**config.mk**
```make
export PLATFORM = sky130hd
export DESIGN_NAME = axis_interp_lin
export DESIGN_NICKNAME = d
export VERILOG_FILES = /design/src/rtl/axis_interp_pkg.sv /design/src/rtl/interp_lerp_core.sv /design/src/rtl/axis_interp_lin.sv
export SDC_FILE = /design/constraint.sdc
export NUM_CORES = 1
export LEC_CHECK = 0
export ABC_AREA = 1
export CORE_ASPECT_RATIO = 0.9
export CORE_UTILIZATION = 55
export CTS_CLUSTER_DIAMETER = 80
export DETAILED_ROUTE_END_ITERATION = 16
export HOLD_SLACK_MARGIN = 0.12
export PLACE_DENSITY = 0.75
export SKIP_LAST_GASP = 1
export SLEW_MARGIN = 20
export SYNTH_ARGS = -nofsm -noshare
export SYNTH_HDL_FRONTEND = slang
export SYNTH_HIERARCHICAL = 1
export SYNTH_SLANG_ARGS = --single-unit
```
**constraint.sdc**
```tcl
create_clock -name aclk -period 11.2 [get_ports aclk]
set_input_delay 1.68 -clock aclk [delete_from_list [all_inputs] [get_ports aclk]]
set_output_delay 1.68 -clock aclk [all_outputs]
set_load 0.02 [all_outputs]
```
**src/rtl/axis_interp_pkg.sv**
```systemverilog
// Shared types and default parameters for the linear interpolator.
package axis_interp_pkg;

    localparam int DEF_WIDTH     = 16;
    localparam int DEF_LOG2_RATE = 2;

    typedef enum logic [1:0] {
        IDLE  = 2'd0,
        RUN   = 2'd1,
        STALL = 2'd2
    } state_t;

endpackage

```
**src/rtl/interp_lerp_core.sv**
```systemverilog
// Combinational lerp: y = x0 + ((k * (x1 - x0)) >>> LOG2_RATE), floor rounding.
module interp_lerp_core #(
    parameter int WIDTH     = 16,
    parameter int LOG2_RATE = 2
) (
    input  logic [WIDTH-1:0]     x0,
    input  logic [WIDTH-1:0]     x1,
    input  logic [LOG2_RATE-1:0] k,
    output logic [WIDTH-1:0]     y
);

    localparam int PW = WIDTH + 1 + LOG2_RATE;

    logic signed [WIDTH:0]  diff;
    logic signed [PW-1:0]   diff_ext;
    logic signed [PW-1:0]   k_ext;
    logic signed [PW-1:0]   x0_ext;
    logic signed [PW-1:0]   prod;
    logic signed [PW-1:0]   shifted;

    always_comb begin
        diff     = $signed({x1[WIDTH-1], x1}) - $signed({x0[WIDTH-1], x0});
        diff_ext = {{LOG2_RATE{diff[WIDTH]}}, diff};
        k_ext    = $signed({{(WIDTH + 1){1'b0}}, k});
        x0_ext   = $signed({{(LOG2_RATE + 1){x0[WIDTH-1]}}, x0});
        // |k*diff| < 2**(WIDTH+LOG2_RATE), so PW bits hold the product exactly
        prod     = k_ext * diff_ext;
        shifted  = prod >>> LOG2_RATE;
    end

    // Result lies between x0 and x1, so truncation never wraps
    assign y = WIDTH'(x0_ext + shifted);

endmodule

```
**src/rtl/axis_interp_lin.sv**
```systemverilog
// AXI-Stream linear interpolator: R = 2**LOG2_RATE output beats per input sample.
// Handshakes: a beat transfers on a rising edge where tvalid and tready are both 1.
module axis_interp_lin
    import axis_interp_pkg::*;
#(
    parameter int WIDTH     = DEF_WIDTH,
    parameter int LOG2_RATE = DEF_LOG2_RATE
) (
    input  logic             aclk,
    input  logic             arst,
    input  logic [WIDTH-1:0] s_axis_data_tdata,
    input  logic             s_axis_data_tvalid,
    output logic             s_axis_data_tready,
    output logic [WIDTH-1:0] m_axis_data_tdata,
    output logic             m_axis_data_tvalid,
    input  logic             m_axis_data_tready,
    output logic [1:0]       dbg_state
);

    localparam logic [LOG2_RATE-1:0] K_LAST = '1;

    state_t               state, state_next;
    logic [WIDTH-1:0]     x0, x1, pend;
    logic [LOG2_RATE-1:0] k;
    logic                 pend_valid;

    logic in_hs, out_hs;
    logic load_first, inc_k, shift_pend, shift_din, load_pend;

    assign s_axis_data_tready = !pend_valid;
    assign m_axis_data_tvalid = (state == RUN);
    assign dbg_state          = state;

    assign in_hs  = s_axis_data_tvalid && s_axis_data_tready;
    assign out_hs = m_axis_data_tvalid && m_axis_data_tready;

    always_ff @(posedge aclk) begin
        if (arst) begin
            state      <= IDLE;
            x0         <= '0;
            x1         <= '0;
            k          <= '0;
            pend       <= '0;
            pend_valid <= 1'b0;
        end else begin
            state <= state_next;
            if (load_first) begin
                x0 <= s_axis_data_tdata;
                x1 <= s_axis_data_tdata;
                k  <= '0;
            end else if (shift_pend) begin
                x0         <= x1;
                x1         <= pend;
                k          <= '0;
                pend_valid <= 1'b0;
            end else if (shift_din) begin
                x0 <= x1;
                x1 <= s_axis_data_tdata;
                k  <= '0;
            end else if (inc_k) begin
                k <= k + LOG2_RATE'(1);
            end
            if (load_pend) begin
                pend       <= s_axis_data_tdata;
                pend_valid <= 1'b1;
            end
        end
    end

    always_comb begin
        state_next = state;
        load_first = 1'b0;
        inc_k      = 1'b0;
        shift_pend = 1'b0;
        shift_din  = 1'b0;
        load_pend  = 1'b0;
        case (state)
            IDLE: begin
                if (in_hs) begin
                    load_first = 1'b1;
                    state_next = RUN;
                end
            end
            RUN: begin
                if (out_hs) begin
                    if (k != K_LAST) begin
                        inc_k = 1'b1;
                    end else if (pend_valid) begin
                        shift_pend = 1'b1;
                    end else if (in_hs) begin
                        shift_din = 1'b1;
                    end else begin
                        state_next = STALL;
                    end
                end
                // A sample not consumed at the segment boundary is parked in pend
                load_pend = in_hs && !shift_din;
            end
            STALL: begin
                if (in_hs) begin
                    shift_din  = 1'b1;
                    state_next = RUN;
                end
            end
            default: state_next = IDLE;
        endcase
    end

    interp_lerp_core #(
        .WIDTH     (WIDTH),
        .LOG2_RATE (LOG2_RATE)
    ) u_lerp (
        .x0 (x0),
        .x1 (x1),
        .k  (k),
        .y  (m_axis_data_tdata)
    );

endmodule

```
Yosys cells after proc, flatten, opt, wreduce, memory -nomap -nowiden:

Index checks and enable logic that the tools add are counted.

* flip-flop bits (word level): 53
* word-level logic and storage cells: 61

* muxes and demuxes: 30
* eq/ne operators: 9
* multiply operators: 1
* add/sub/neg operators: 3
* reductions and logical operators: 12

Operators with widths (number)
* $mux W16: 6
* $mul A3 B17 Y18: 1
* $mux W1: 17
* $sub A16 B16 Y17: 1
* $add A16 B16 Y16: 1
* $mux W2: 5
* $ne A2 B2 Y1 const B: 4
* $ne A2 B1 Y1 const B: 3
* $reduce_and A5 Y1: 1
* $pmux W2 S2: 1
* $reduce_or A4 Y1: 1
* $logic_and A1 B1 Y1: 3
* $reduce_bool A3 Y1: 1
* $add A2 B1 Y2 const B: 1
* $eq A2 B1 Y1 const B: 1
* $eq A2 B2 Y1 const B: 1
* $logic_not A1 Y1: 2
* $logic_not A2 Y1: 1
* $pmux W1 S2: 1
* $reduce_and A2 Y1: 1
* $reduce_bool A2 Y1: 1
* $reduce_or A2 Y1: 1

Longest topological paths before layout:

* word-level depth: 12
* depth in mapped cells: 31
* depth with buffers taken out: 31

Modules after synthesis:

The synthesis kept the hierarchy.

Modules (own cells, without submodules)
* axis_interp_lin: sequential area each 1061.0 µm², area an instance 3014.1 µm², instances 1, cells each 439
* interp_lerp_core: sequential area each 0.0 µm², area an instance 2591.2 µm², instances 1, cells each 411

Least setup slack after synthesis:

No wires, ideal clock.

* kind: flip-flop to output port
* from: reg x1[0]
* to: out m_axis_data_tdata[15]
* slack: 5.328 ns
* path buffers: 0
* required time: 9.520 ns
* cell stages (with the launch flop): 32
* arrival time: 4.192 ns
* cell sequence: dfxtp_1 inv_1 ha_1 fa_1 inv_1 nand2_1 nand2_1 nand2_1 nor2_1 nor2_1 xor2_1 nor2_1 ha_1 ha_1 inv_2 o21bai_1 a21oi_1 nand2_2 a21oi_1 o21bai_1 nand2_1 nand2_1 nand2_1 nand2_1 ha_1 nand2_1 a21oi_1 a211oi_1 a21boi_0 nand2_1 nand3b_1 nand2_1

* longest elaborated chain between the ends: 3

RTL lines
* start: declaration: line axis_interp_lin.sv:23 `logic [WIDTH-1:0] x0, x1, pend;`
* start signal: assignment: line axis_interp_lin.sv:49 `x1 <= s_axis_data_tdata;`
* start signal: assignment: line axis_interp_lin.sv:53 `x1 <= pend;`
* start signal: assignment: line axis_interp_lin.sv:58 `x1 <= s_axis_data_tdata;`
* $sub A16 B16 Y17: line interp_lerp_core.sv:22 `diff = $signed({x1[WIDTH-1], x1}) - $signed({x0[WIDTH-1], x0});`
* $mul A3 B17 Y18: line interp_lerp_core.sv:27 `prod = k_ext * diff_ext;`
* $add A16 B16 Y16: line interp_lerp_core.sv:32 `assign y = WIDTH'(x0_ext + shifted);`
* end: declaration: line axis_interp_lin.sv:14 `output logic [WIDTH-1:0] m_axis_data_tdata,`

Every way passes these cells.

Worst setup path in the final report:

* from: reg x0[2]
* to: out m_axis_data_tdata[12]

* longest elaborated chain between the ends: 3

RTL lines
* start: declaration: line axis_interp_lin.sv:23
* start signal: assignment: line axis_interp_lin.sv:48 `x0 <= s_axis_data_tdata;`
* $sub A16 B16 Y17: line interp_lerp_core.sv:22
* $mul A3 B17 Y18: line interp_lerp_core.sv:27
* $add A16 B16 Y16 *: line interp_lerp_core.sv:32

Every way passes the cells marked *; elsewhere a longest branch is shown, timed or not.

==> summary.md <==
Finish
* **count of nets after finishing** 961
* **sequential cell area** 1060 um^2
* **share of final-layout standard cells stronger than drive strength 1** 0.0770
* **number of diodes added for antenna fixing** 0
* **final standard cell utilization of the core** 0.625
* **P&R area growth vs syn** 9.06%
* **Multi-input gate area** 3940 um^2
* **fill cell count** 966

CTS
* **htree depth** 2
* **Max clock buf depth** 2
* **CTS clk-pin slew, worst paths** 70 ps
* **Hold Buf Count CTS** 0
* **buffer count from post-CTS setup fixing** 0
* **TritonCTS clock tree** built
* **count of instances resized after the clock tree is built** 0
* **CTS Root Cell** sky130_fd_sc_hd__clkbuf_16
* **number of buffers inserted during clock tree synthesis** 5
* **clock latency at the later pin of the worst-skew pair** 290 ps
* **Sinks on Clock Net** 53

Setup path
* **terminus of the critical flop-to-flop path** x0[15]$_SDFFE_PP0P_
* **critical path arrival** 5430 ps
* **startpoint types** flip-flop
* **class of the most critical setup path** flip-flop to output pin
* **Worst path max stage delay** 610 ps
* **data required time of the worst path** 9520 ps
* **worst path cell trace** inv_1, ha_1, a21oi_1, o21ai_2, a21boi_2, xor2_1, nor2_1, ha_1, ha_1, nand2_1, o211ai_1, a21oi_1, o21ai_1, xor2_1, inv_1, ha_1, nand2_1, o21ai_1, a21oi_1, o21ai_1, nand2_1, nand2_1, xor2_1, clkdlybuf4s50_1
* **start of the worst register-to-register path** dbg_state[0]$_SDFFE_PP0P_
* **crit-path max FO** 5
* **critical path endpoint category** output pin
* **highest-delay cell along the critical path** sky130_fd_sc_hd__clkdlybuf4s50_1
* **Worst R2R Path Depth** 9
* **flop-to-flop setup slack** 8780 ps

Yosys
* **mean area per synthesized cell** 6.59 um^2
* **sequential share of the synthesized area** 0.189
* **Post-synth top flop** sky130_fd_sc_hd__dfxtp_1
* **Warnings, synthesis** 6
* **Async S/R FF share, synth** 0
* **count of flip-flops with a built-in enable after synthesis** 0
* **net count of the mapped netlist** 942
* **Cells after Synth** 850
* **number of distinct library cells after synthesis** 41
* **post-synthesis cell area** 5610 um^2
* **number of synthesized register bits** 53

Die
* **vertical die dimension** 97.8 um
* **number of cell rows** 34
* **width of the chip** 108 um
* **overall die area** 10,600 um^2
* **core footprint** 9780 um^2
* **I/O pin count** 40
* **initial standard-cell utilization of the core** 0.573

Drt
* **number of remaining DRC errors** 0
* **Vias per Instance** 5.36
* **antenna violation net count after detailed routing** 0
* **Via Count** 5,337
* **routed length per placed instance** 12.6 um
* **total length of routed wires** 12,600 um
* **TritonRoute pass-1 iters** 4
* **DRC marker count from the first detailed-route iteration** 256

Pwr
* **IR Drop Worst-Case VDD** 0.166 mV
* **Cell Pwr Density** 243 nW/um^2
* **static leakage** 3.27 nW
* **total power draw** 0.00149 W

GRT
* **vias in the first global route** 5,115
* **pin count of the biggest net entering global routing** 66
* **overflow left after global routing** 0
* **aggregate global-route resource usage** 0.253
* **first-pass GRT wire length** 22,300 um
* **antenna violations before repair** 0

Hold path
* **worst min-delay path endpoint** pend[5]$_SDFFE_PP0P_
* **Hold WC Path Type** flip-flop to flip-flop
* **cell depth of the worst min-delay path** 2
* **start point of the worst hold path** pend[5]$_SDFFE_PP0P_

Placed design
* **number of I/O port buffers** 39
* **worst setup slack before clock tree synthesis** 4410 ps
* **post-DP HPWL** 9940 um
* **RePlAce Congestion** 0.887

Job
* **max capacitance violation total** 0

STA
* **maximum achievable frequency** 141 MHz
* **Worst Slack Setup Final** 4090 ps
* **RSZ-0062 raised after global routing** no
* **endpoints failing hold** 0
* **Final Setup Violations** 0
* **Max-slew headroom** 0.462
* **actual slew at the worst max-slew pin** 807 ps
* **worst hold slack** 491 ps
* **minimum period implied by the final worst setup slack** 7110 ps
* **Total Neg Setup Slack** 0 ps
* **number of max-slew violations in the final report** 0
* **period utilisation layout** 0.635
* **final clock skew** 7.55 ps

Outcome
* **run status** completed

-- cell families after synthesis --
family | Yosys count | synth area share
AOI/OAI and AO/OA | 144 | 0.149
and+or+nand+nor | 401 | 0.323
adders and majority gates | 72 | 0.165
DFF | 53 | 0.189
buffers and inverters | 139 | 0.110
xor gates and xnor gates | 41 | 0.0641
-- state kept, by name, indices dropped and copies added (netlist names) --
register,cells
x1,16
pend,16
k,2
dbg_state,2
x0,16
pend_valid,1
-- where the power goes --
part	switching (W)	internal (W)	leakage (nW)
sequential	0.0000579	0.000249	0.436
clock	0.0000649	0.0000833	0.0652
combinational	0.000622	0.000410	2.77
total	0.000745	0.000742	3.27
-- metrics by stage --
stage / cells / cell area [um^2]
finish: 996 / 6110
global route: 996 / 6110
CTS: 996 / 6110
detailed placement: 988 / 5980
global placement: 988 / 5980
floorplan: 850 / 5610
-- critical path, delay by kind of cell, from the launching register on --
family	cells	cell delay, ps
compound gates	9	1660
fa+ha+maj	4	1430
buf+inv	3	720
xor+xnor	3	540
simple gates	5	440
flops	1	350
-- layout make-up --
type                    instances  share of cell area
multi-input cells             658               0.644
flip-flops and latches         53               0.174
repair buffers                 42              0.0675
inverters                     109              0.0669
well taps                     126              0.0258
clock buffers                   8              0.0223
-- metal layers --
metal / track usage / vias to the layer above / part of all wire
li1: - / 2780 / -
met1: 0.341 / 2459 / 0.48
met2: 0.433 / 81 / 0.48
met3: 0.0300 / 17 / 0.031
met4: 0.0457 / 0 / 0.012
met5: 0 / - / 0
-- how the worst max path moves through the flow --
| stage | start | to | slack (ps) | depth (start not counted) |
|---|---|---|---|---|
| floorplan | x1[0]$_SDFFE_PP0P_ | m_axis_data_tdata[15] | 5330 | 31 |
| global placement | x1[0]$_SDFFE_PP0P_ | m_axis_data_tdata[15] | 4570 | 32 |
| detailed placement | x1[0]$_SDFFE_PP0P_ | m_axis_data_tdata[15] | 4410 | 32 |
| CTS | x1[0]$_SDFFE_PP0P_ | m_axis_data_tdata[15] | 4080 | 32 |
| global route | x1[0]$_SDFFE_PP0P_ | m_axis_data_tdata[15] | 3600 | 32 |
| finish | x0[2]$_SDFFE_PP0P_ | m_axis_data_tdata[12] | 4090 | 24 |
-- Yosys cell counts, types with 6 or more instances --
cell,n,area (um^2)
sky130_fd_sc_hd__nand2_1,182,683
sky130_fd_sc_hd__nor2_1,112,420
sky130_fd_sc_hd__inv_1,107,402
sky130_fd_sc_hd__ha_1,69,863
sky130_fd_sc_hd__a21oi_1,61,305
sky130_fd_sc_hd__nand3_1,59,295
sky130_fd_sc_hd__dfxtp_1,53,1060
sky130_fd_sc_hd__o21ai_0,42,210
sky130_fd_sc_hd__xor2_1,29,254
sky130_fd_sc_hd__nand3_2,22,220
sky130_fd_sc_hd__a21oi_2,15,131
sky130_fd_sc_hd__xnor2_1,12,105
sky130_fd_sc_hd__buf_6,10,113
sky130_fd_sc_hd__buf_2,9,45.0
sky130_fd_sc_hd__clkbuf_1,9,33.8
sky130_fd_sc_hd__nand2_2,9,56.3
sky130_fd_sc_hd__a21o_1,6,45.0
-- layout by cell type (no fill, tap or decap), types with 2 or more instances in the layout --
master	n
sky130_fd_sc_hd__buf_4	3
sky130_fd_sc_hd__fa_1	3
sky130_fd_sc_hd__nor2_1	112
sky130_fd_sc_hd__a21o_1	6
sky130_fd_sc_hd__clkbuf_1	3
sky130_fd_sc_hd__o21bai_1	3
sky130_fd_sc_hd__inv_2	2
sky130_fd_sc_hd__nand4_1	3
sky130_fd_sc_hd__clkdlybuf4s50_1	39
sky130_fd_sc_hd__clkbuf_16	5
sky130_fd_sc_hd__xnor2_1	12
sky130_fd_sc_hd__nand2_4	2
sky130_fd_sc_hd__o21ai_0	42
sky130_fd_sc_hd__o21a_1	2
sky130_fd_sc_hd__o21ai_1	4
sky130_fd_sc_hd__dfxtp_1	53
sky130_fd_sc_hd__a21oi_1	61
sky130_fd_sc_hd__nand3_2	22
sky130_fd_sc_hd__a31oi_1	4
sky130_fd_sc_hd__nand2_2	10
sky130_fd_sc_hd__inv_1	107
sky130_fd_sc_hd__nand3_1	59
sky130_fd_sc_hd__nor3_1	3
sky130_fd_sc_hd__nor2_4	3
sky130_fd_sc_hd__a21oi_2	15
sky130_fd_sc_hd__xor2_1	29
sky130_fd_sc_hd__o21ai_2	2
sky130_fd_sc_hd__ha_1	69
sky130_fd_sc_hd__nand2_1	181
Power figures use the tool's default switching activity.
